==> config.mk <==
export PLATFORM = sky130hd
export DESIGN_NAME = fix_msg_receiver
export DESIGN_NICKNAME = d
export VERILOG_FILES = /design/src/rtl/fix_msg_receiver.sv
export SDC_FILE = /design/constraint.sdc
export NUM_CORES = 1
export LEC_CHECK = 0
export CELL_PAD_IN_SITES_DETAIL_PLACEMENT = 0
export CELL_PAD_IN_SITES_GLOBAL_PLACEMENT = 1
export CORE_ASPECT_RATIO = 0.5
export CORE_UTILIZATION = 49
export CTS_CLUSTER_DIAMETER = 120
export DETAILED_ROUTE_END_ITERATION = 8
export PLACE_DENSITY_LB_ADDON = 0.1
export SYNTH_ARGS = -nofsm -noshare
export SYNTH_HDL_FRONTEND = slang
export SYNTH_SLANG_ARGS = --single-unit
export TNS_END_PERCENT = 100
==> constraint.sdc <==
create_clock -name clk -period 8.5 [get_ports clk]
set_clock_uncertainty 0.1 [all_clocks]
set_input_delay 0.85 -clock clk [delete_from_list [all_inputs] [get_ports clk]]
set_output_delay 0.85 -clock clk [all_outputs]
set_load 0.02 [all_outputs]
==> src/rtl/fix_msg_receiver.sv <==
`default_nettype none
// ============================================================================
// Module      : fix_msg_receiver
// Description : Byte-serial FIX message parser. Splits the incoming stream
//               into tag=value fields, streams value bytes out, captures the
//               MsgType (tag 35) and verifies the trailing CheckSum (tag 10)
//               against an 8-bit running sum of the message bytes.
// Revision    : 1.0 - initial release
// ============================================================================
module fix_msg_receiver #(
    parameter int MAX_TAG_DIGITS = 4
) (
    input  logic        clk,
    input  logic        rst,
    input  logic [7:0]  message_i,
    input  logic        new_message_i,
    input  logic        end_session_i,
    output logic [13:0] tag_o,
    output logic        val_valid_o,
    output logic [7:0]  val_byte_o,
    output logic        field_end_o,
    output logic [7:0]  msg_type_o,
    output logic        msg_done_o,
    output logic        chk_ok_o,
    output logic        err_o
);

    localparam int c_CNT_W = $clog2(MAX_TAG_DIGITS + 1);

    localparam logic [c_CNT_W-1:0] c_MAX_CNT = c_CNT_W'(MAX_TAG_DIGITS);
    localparam logic [7:0]         c_SOH     = 8'h01;
    localparam logic [7:0]         c_EQ      = 8'h3D;

    localparam logic [2:0] c_IDLE      = 3'd0;
    localparam logic [2:0] c_TAG       = 3'd1;
    localparam logic [2:0] c_VALUE     = 3'd2;
    localparam logic [2:0] c_CHK_VALUE = 3'd3;
    localparam logic [2:0] c_SKIP      = 3'd4;

    logic [2:0]         r_state;
    logic [7:0]         r_sum;          // running sum of all consumed bytes
    logic [7:0]         r_chk_base;     // sum up to the start of the current tag
    logic [13:0]        r_tag_acc;
    logic [c_CNT_W-1:0] r_dig_cnt;
    logic               r_err_seen;
    logic               r_val_empty;    // no value byte seen yet in this field
    logic               r_is_msg_type;  // current field is tag 35
    logic [7:0]         r_chk_val;
    logic [1:0]         r_chk_cnt;

    logic [13:0]        r_tag;
    logic               r_val_valid;
    logic [7:0]         r_val_byte;
    logic               r_field_end;
    logic [7:0]         r_msg_type;
    logic               r_msg_done;
    logic               r_chk_ok;
    logic               r_err;

    logic               w_is_digit;
    logic [3:0]         w_digit;
    logic [13:0]        w_tag_next;
    logic [11:0]        w_chk_next;
    logic [7:0]         w_sum_next;

    // Byte classification and next-value arithmetic for the accumulators
    always_comb begin
        w_is_digit = (message_i >= 8'h30) && (message_i <= 8'h39);
        w_digit    = message_i[3:0];
        w_tag_next = (r_tag_acc * 14'd10) + {10'd0, w_digit};
        w_chk_next = ({4'd0, r_chk_val} * 12'd10) + {8'd0, w_digit};
        w_sum_next = r_sum + message_i;
    end

    // Parser state machine; all outputs are registered, pulses default low
    always_ff @(posedge clk or negedge rst) begin
        if (!rst) begin
            r_state       <= c_IDLE;
            r_sum         <= 8'd0;
            r_chk_base    <= 8'd0;
            r_tag_acc     <= 14'd0;
            r_dig_cnt     <= '0;
            r_err_seen    <= 1'b0;
            r_val_empty   <= 1'b0;
            r_is_msg_type <= 1'b0;
            r_chk_val     <= 8'd0;
            r_chk_cnt     <= 2'd0;
            r_tag         <= 14'd0;
            r_val_valid   <= 1'b0;
            r_val_byte    <= 8'd0;
            r_field_end   <= 1'b0;
            r_msg_type    <= 8'd0;
            r_msg_done    <= 1'b0;
            r_chk_ok      <= 1'b0;
            r_err         <= 1'b0;
        end else begin
            r_val_valid <= 1'b0;
            r_field_end <= 1'b0;
            r_msg_done  <= 1'b0;
            r_chk_ok    <= 1'b0;
            r_err       <= 1'b0;
            if (end_session_i) begin
                // Abort wins over a strobe in the same cycle; the byte is dropped
                r_state <= c_IDLE;
            end else if (new_message_i) begin
                r_sum <= w_sum_next;
                case (r_state)
                    c_IDLE: begin
                        // Message start: sum restarts with this byte
                        r_sum      <= message_i;
                        r_chk_base <= 8'd0;
                        r_err_seen <= 1'b0;
                        r_msg_type <= 8'd0;
                        if (w_is_digit) begin
                            r_tag_acc <= {10'd0, w_digit};
                            r_dig_cnt <= c_CNT_W'(1);
                            r_state   <= c_TAG;
                        end else begin
                            r_tag_acc  <= 14'd0;
                            r_dig_cnt  <= '0;
                            r_err      <= 1'b1;
                            r_err_seen <= 1'b1;
                            r_state    <= c_SKIP;
                        end
                    end
                    c_TAG: begin
                        // Sum before the first tag byte is what a tag-10 field checks
                        if (r_dig_cnt == '0) begin
                            r_chk_base <= r_sum;
                        end
                        if (w_is_digit && (r_dig_cnt != c_MAX_CNT)) begin
                            r_tag_acc <= w_tag_next;
                            r_dig_cnt <= r_dig_cnt + c_CNT_W'(1);
                        end else if ((message_i == c_EQ) && (r_dig_cnt != '0)) begin
                            r_tag         <= r_tag_acc;
                            r_val_empty   <= 1'b1;
                            r_is_msg_type <= (r_tag_acc == 14'd35);
                            r_chk_val     <= 8'd0;
                            r_chk_cnt     <= 2'd0;
                            r_state       <= (r_tag_acc == 14'd10) ? c_CHK_VALUE : c_VALUE;
                        end else begin
                            r_err      <= 1'b1;
                            r_err_seen <= 1'b1;
                            r_state    <= c_SKIP;
                        end
                    end
                    c_VALUE: begin
                        if (message_i == c_SOH) begin
                            r_tag_acc <= 14'd0;
                            r_dig_cnt <= '0;
                            r_state   <= c_TAG;
                            if (r_val_empty) begin
                                r_err      <= 1'b1;
                                r_err_seen <= 1'b1;
                            end else begin
                                r_field_end <= 1'b1;
                            end
                        end else begin
                            r_val_valid <= 1'b1;
                            r_val_byte  <= message_i;
                            r_val_empty <= 1'b0;
                            if (r_is_msg_type && r_val_empty) begin
                                r_msg_type <= message_i;
                            end
                        end
                    end
                    c_CHK_VALUE: begin
                        if (r_chk_cnt == 2'd3) begin
                            if (message_i == c_SOH) begin
                                r_msg_done  <= 1'b1;
                                r_field_end <= 1'b1;
                                r_chk_ok    <= (r_chk_val == r_chk_base) && !r_err_seen;
                                r_state     <= c_IDLE;
                            end else begin
                                r_err      <= 1'b1;
                                r_err_seen <= 1'b1;
                                r_state    <= c_SKIP;
                            end
                        end else if (w_is_digit && (w_chk_next <= 12'd255)) begin
                            r_chk_val <= w_chk_next[7:0];
                            r_chk_cnt <= r_chk_cnt + 2'd1;
                        end else begin
                            // Non-digit or a three-digit value that does not fit a byte
                            r_err      <= 1'b1;
                            r_err_seen <= 1'b1;
                            r_state    <= c_SKIP;
                        end
                    end
                    c_SKIP: begin
                        if (message_i == c_SOH) begin
                            r_tag_acc <= 14'd0;
                            r_dig_cnt <= '0;
                            r_state   <= c_TAG;
                        end
                    end
                    default: begin
                        r_state <= c_IDLE;
                    end
                endcase
            end
        end
    end

    assign tag_o       = r_tag;
    assign val_valid_o = r_val_valid;
    assign val_byte_o  = r_val_byte;
    assign field_end_o = r_field_end;
    assign msg_type_o  = r_msg_type;
    assign msg_done_o  = r_msg_done;
    assign chk_ok_o    = r_chk_ok;
    assign err_o       = r_err;

endmodule
`default_nettype wire

-- After elaboration in Yosys (flattened, before gate mapping)
Cells that the tools add are included.
- add/subtract/negate cells: 5
- multiply operators: 2
- order comparisons: 3
- equal/unequal tests: 28
- muxes and demuxes: 76
- bitwise gates (word level): 3
- reductions and logical operators: 28
- operators by type and width (operator ; count):
    2-to-1 mux 8 bit ; 8
    case mux 8 bit (2 select lines) ; 3
    case mux 14 bit (3 select lines) ; 1
    2-to-1 mux 1 bit ; 39
    2-to-1 mux 3 bit ; 11
    2-to-1 mux 14 bit ; 2
    != test 2 bit (second input constant) ; 11
    AND reduction 5 bit ; 3
    adder 14 x 4 -> 14 bit ; 1
    equality test 14 x 4 -> 1 bit (second input constant) ; 1
    equality test 14 x 6 -> 1 bit (second input constant) ; 1
    multiplier 14 x 3 -> 13 bit (second input constant) ; 1
    adder 12 x 4 -> 12 bit ; 1
    <= comparator 12 x 8 -> 1 bit (second input constant) ; 1
    != test 3 bit (second input constant) ; 4
    case mux 3 bit (4 select lines) ; 1
    AND reduction 4 bit ; 3
    multiplier 8 x 3 -> 11 bit (second input constant) ; 1
    nonzero test 2 bit ; 5
    case mux 3 bit (3 select lines) ; 1
    AND reduction 9 bit ; 1
    adder 8 bit ; 1
    equality test 8 x 1 -> 1 bit (second input constant) ; 1
    equality test 8 x 6 -> 1 bit (second input constant) ; 1
    27 further kinds ; 42
- register bits after elaboration: 84
- input bits: 12
- output and inout bits: 35
- word-level logic and storage cells: 163

-- Depth between registers and ports, before layout
- depth in word-level cells: 9
- depth in mapped cells: 11
- depth with buffers taken out: 11

-- Least setup slack after synthesis
Ideal clock, no wire load.
- kind: flip-flop to flip-flop
- start: register r_chk_val[1]
- end: register r_chk_val[3]
- library setup time: 125 ps
- arrival: 2970 ps
- required time: 8275 ps
- path slack: 5305 ps
- stages on the path, launching flop included: 12
- path buffers: 0
- clock period less this slack: 3195 ps
- cell sequence: dfrtp_1 > ha_1 > ha_1 > inv_1 > fa_1 > and3b_2 > a41oi_1 > nor4b_2 > and3_1 > o21ai_2 > a21oi_4 > mux2_2
- longest elaborated chain between the ends: 6
- elaborated cells between the ends (all ways): 9
- classes of those cells: 1 x add/sub; 1 x mul; 1 x order compare; 1 x eq/ne; 3 x mux; 2 x reduce/logical
- ends and longest elaborated chain (what ; RTL line ; text):
    start, declared ; 48 ; logic [7:0] r_chk_val;
    start signal, assigned ; 180 ; r_chk_val <= w_chk_next[7:0];
    multiplier 8 x 3 -> 11 bit * ; 71 ; w_chk_next = ({4'd0, r_chk_val} * 12'd10) + {8'd0, w_digit};
    adder 12 x 4 -> 12 bit * ; 71 ;
    <= comparator 12 x 8 -> 1 bit ; 179 ; end else if (w_is_digit && (w_chk_next <= 12'd255)) begin
    logical AND 1 bit ; 179 ;
    != test 2 bit (no line) ; - ;
    AND reduction 7 bit (no line) ; - ;
Every way passes the cells marked *; elsewhere a longest branch is shown, timed or not. The select of a mux whose other input is x is not followed.
A chain may end at the register's enable or synchronous reset.

-- Worst setup path in the final report
- start: input port message_i[2]
- end: register r_chk_val[3]
- longest elaborated chain between the ends: 5
- elaborated cells between the ends (all ways): 16
- classes of those cells: 1 x add/sub; 3 x order compare; 4 x eq/ne; 3 x mux; 5 x reduce/logical
- ends and longest elaborated chain (what ; RTL line ; text):
    start, declared ; 15 ; input logic [7:0] message_i,
    adder 12 x 4 -> 12 bit (tied with other cells) ; 71 ;
    <= comparator 12 x 8 -> 1 bit / logical AND 1 bit (equally long branches) ; 179, 68 ;
    logical AND 1 bit (on tied branches) ; 179, 131 ;
    != test 2 bit (no line) ; - ;
    AND reduction 7 bit (no line) ; - ;
Parallel ways exist; a longest one is shown, timed or not. The select of a mux whose other input is x is not followed.

==> impl_metrics.tcl <==
set metrics [dict create \
    tightest_slew_ns 0.996 \
    grt_pass1_vias 4227 \
    io_buffer_count 46 \
    synth_cell_types 64 \
    nNetsFinal 663 \
    synth_commonest_cells "84 x dfrtp_1, 75 x nand2_1, 47 x ha_1" \
    postSynthNetCount 622 \
    area_delta_synth_final_pct 15.0 \
    synth.most_common_cell "dfrtp_1" \
    fin_util 0.596 \
    setup_viol 0 \
    cts_sinks 84 \
    cts_tree "done" \
    leakagePower_nw 2.88 \
    clock_tree.buffer_depth 2 \
    htreeDepth 3 \
    cp_max_fo 12 \
    arrival_ns 3.81 \
    maxCapViolCount 0 \
    drv_slew 0 \
    routed_wl_um 12300 \
    relSlewSlack 0.336 \
    die_h_um 76.6 \
    clockPowerShare 0.328 \
    setup.worst_path.class "input port to register" \
    track_usage 0.235 \
    p_sw_frac 0.312 \
    antenna_left 0 \
    io_pins 47 \
    synth.area.top_cells "dfrtp_1 39%, ha_1 11%, mux2_2 5.4%" \
    drive_gt1_frac 0.106 \
    yosysTopAreaCellShare 0.386 \
    required_ns 8.62 \
    start_kind "input port" \
    grt_pass1_wl_um 21300 \
    hold_viol 0 \
    ys_warn_count 0 \
    ys.flop_type "dfrtp_1" \
    power.share.sequential 0.436 \
    dr_total_vias 4188 \
    die_x_um 151 \
    synth.largest_area_cell "dfrtp_1" \
    synth-seq-cells 84 \
    drtIter0Drc 299 \
    overflow 0 \
    power_density_nw_per_um2 171 \
    drc 0 \
    cts-buffers-inserted 9 \
    peakVddDrop_uv 89.7 \
    root_buffer "clkbuf_16" \
    syn_inst 558 \
    syn_area_um2 5450 \
    clock_latency_ns 0.34 \
    fin_crit_ns 3.68 \
    via_per_inst 5.64 \
    finalSetupTns_ns 0 \
    p_int_w 0.000739 \
    synthArstFlopShare 1.00 \
    rows 26 \
    yosysSeqAreaShare 0.386 \
    place.gp.congestion 0.811 \
    fmax_ghz 0.271 \
    synth_edf_count 0 \
    hold_path.class "input port to asynchronous set/reset pin" \
    ctsHoldBuffers 0 \
    syn_area_per_cell_um2 9.77 \
    diodes 0 \
    grt_antenna_before_repair 0 \
    fin_crit_sh 0.434 \
    dpl.hpwl_um 9060 \
    clkSlewWorstSetupHoldPaths_ns 0.06 \
    initial_core_util 0.519 \
    drtPass1Iterations 5 \
    die-area_um2 11600 \
    grt_setup_unrepaired "no" \
    cp-end-kind "register" \
    cts_setup_buffers 0 \
    combPwrFrac 0.236 \
    core_area_um2 10500 \
    wl_per_cell_um 16.6 \
    status "finished clean" \
    grt_start_max_net_pins 77 \
    p_switching_w 0.000335 \
    cts-resized-gates 0 \
]
==> power groups by stage <==
stage	clock network, W	logic (W)	registers (W)
after global placement	0	0.000247	0.000474
after floorplan	0	0.000195	0.000461
after global routing	0.000375	0.000291	0.000473
after CTS	0.000360	0.000254	0.000468
final	0.000353	0.000253	0.000468
after detailed placement	0	0.000253	0.000475
==> flip-flops by register name (all words and copies together), names as in the netlist, 8 cells and up <==
register	count
msg_type_o	8
r_chk_base	8
r_chk_val	8
r_sum	8
r_tag_acc	14
tag_o	14
val_byte_o	8
==> path summary, 6_finish.rpt <==
check / start / end / slack [ns] / depth (start not counted)
max: message_i[2] / r_chk_val[3] / 4.82 / 9
min: rst / r_chk_val[5] / 0.22 / 1
max reg2reg: r_chk_val[1] / r_chk_val[3] / 4.95 / 11
min reg2reg: msg_type_o[2] / msg_type_o[2] / 0.38 / 2
max in group asynchronous: rst / msg_type_o[3] / 6.88 / 2
min in group clk: msg_type_o[2] / msg_type_o[2] / 0.38 / 2
==> cell type report <==
| class | instances | area, um2 |
|---|---|---|
| fillers | 932 | 4240 |
| multi-input cells | 432 | 3160 |
| flip-flops and latches | 84 | 2100 |
| repair buffers | 49 | 480 |
| clock buffers | 11 | 233 |
| well taps | 140 | 175 |
| inverters | 23 | 86.3 |
| clock inverters | 4 | 27.5 |
==> stage by stage <==
step | instances | instance area (um2) | hold slack, ns | setup WS (ns) | total power, W
final | 743 | 6270 | 0.223 | 4.82 | 0.00107
after global routing | 743 | 6270 | 0.225 | 4.67 | 0.00114
after detailed placement | 728 | 6010 | 0.373 | 4.48 | 0.000728
after CTS | 743 | 6270 | 0.218 | 4.84 | 0.00108
after global placement | 728 | 6010 | 0.364 | 4.53 | 0.000722
after floorplan | 558 | 5450 | 0.349 | 5.31 | 0.000655
==> routing by layer <==
metal | track usage | share of wire
met3 | 0.0383 | 0.032
met5 | 0 | 0
met4 | 0.0600 | 0.010
met2 | 0.375 | 0.47
met1 | 0.331 | 0.49
==> worst max-delay path, cell delays in order <==
cell and delay, ns:
clkdlybuf4s50_1 0.88, ha_1 0.35, a21o_2 0.22, a41oi_1 0.34
nor4b_2 0.10, nor2_1 0.18, o21ai_2 0.11, a21oi_4 0.37
mux2_2 0.39
==> logic make-up after synthesis <==
logic type / count (synthesis) / synth area share
AND/OR/NAND/NOR: 184 / 0.171
AO/OA/AOI/OAI: 123 / 0.150
flip-flops: 84 / 0.386
adder cells (fa/ha/maj): 53 / 0.128
buffers and inverters: 42 / 0.0354
XOR/XNOR: 38 / 0.0611
multiplexers: 34 / 0.0684
==> layout by cell type (no fill, tap or decap), drive strengths merged, types with 3 or more instances in the layout <==
cell type,count
a21o,10
o21bai,3
a221o,4
a211oi,3
nor3,14
o211ai,4
and2,5
clkdlybuf4s50,45
clkinvlp,3
ha,47
o21ai,41
nand3,8
and3,8
xnor2,24
xor2,14
nor2,27
mux2i,8
nor4,5
nand2,77
nor4b,4
fa,5
o31ai,3
a41oi,3
a21oi,29
clkbuf,11
dfrtp,84
buf,4
inv,23
nand4,3
mux2,26
or4,3
a22o,9
nor2b,9
nand2b,10
No activity file was read; power rests on OpenSTA's default activity.
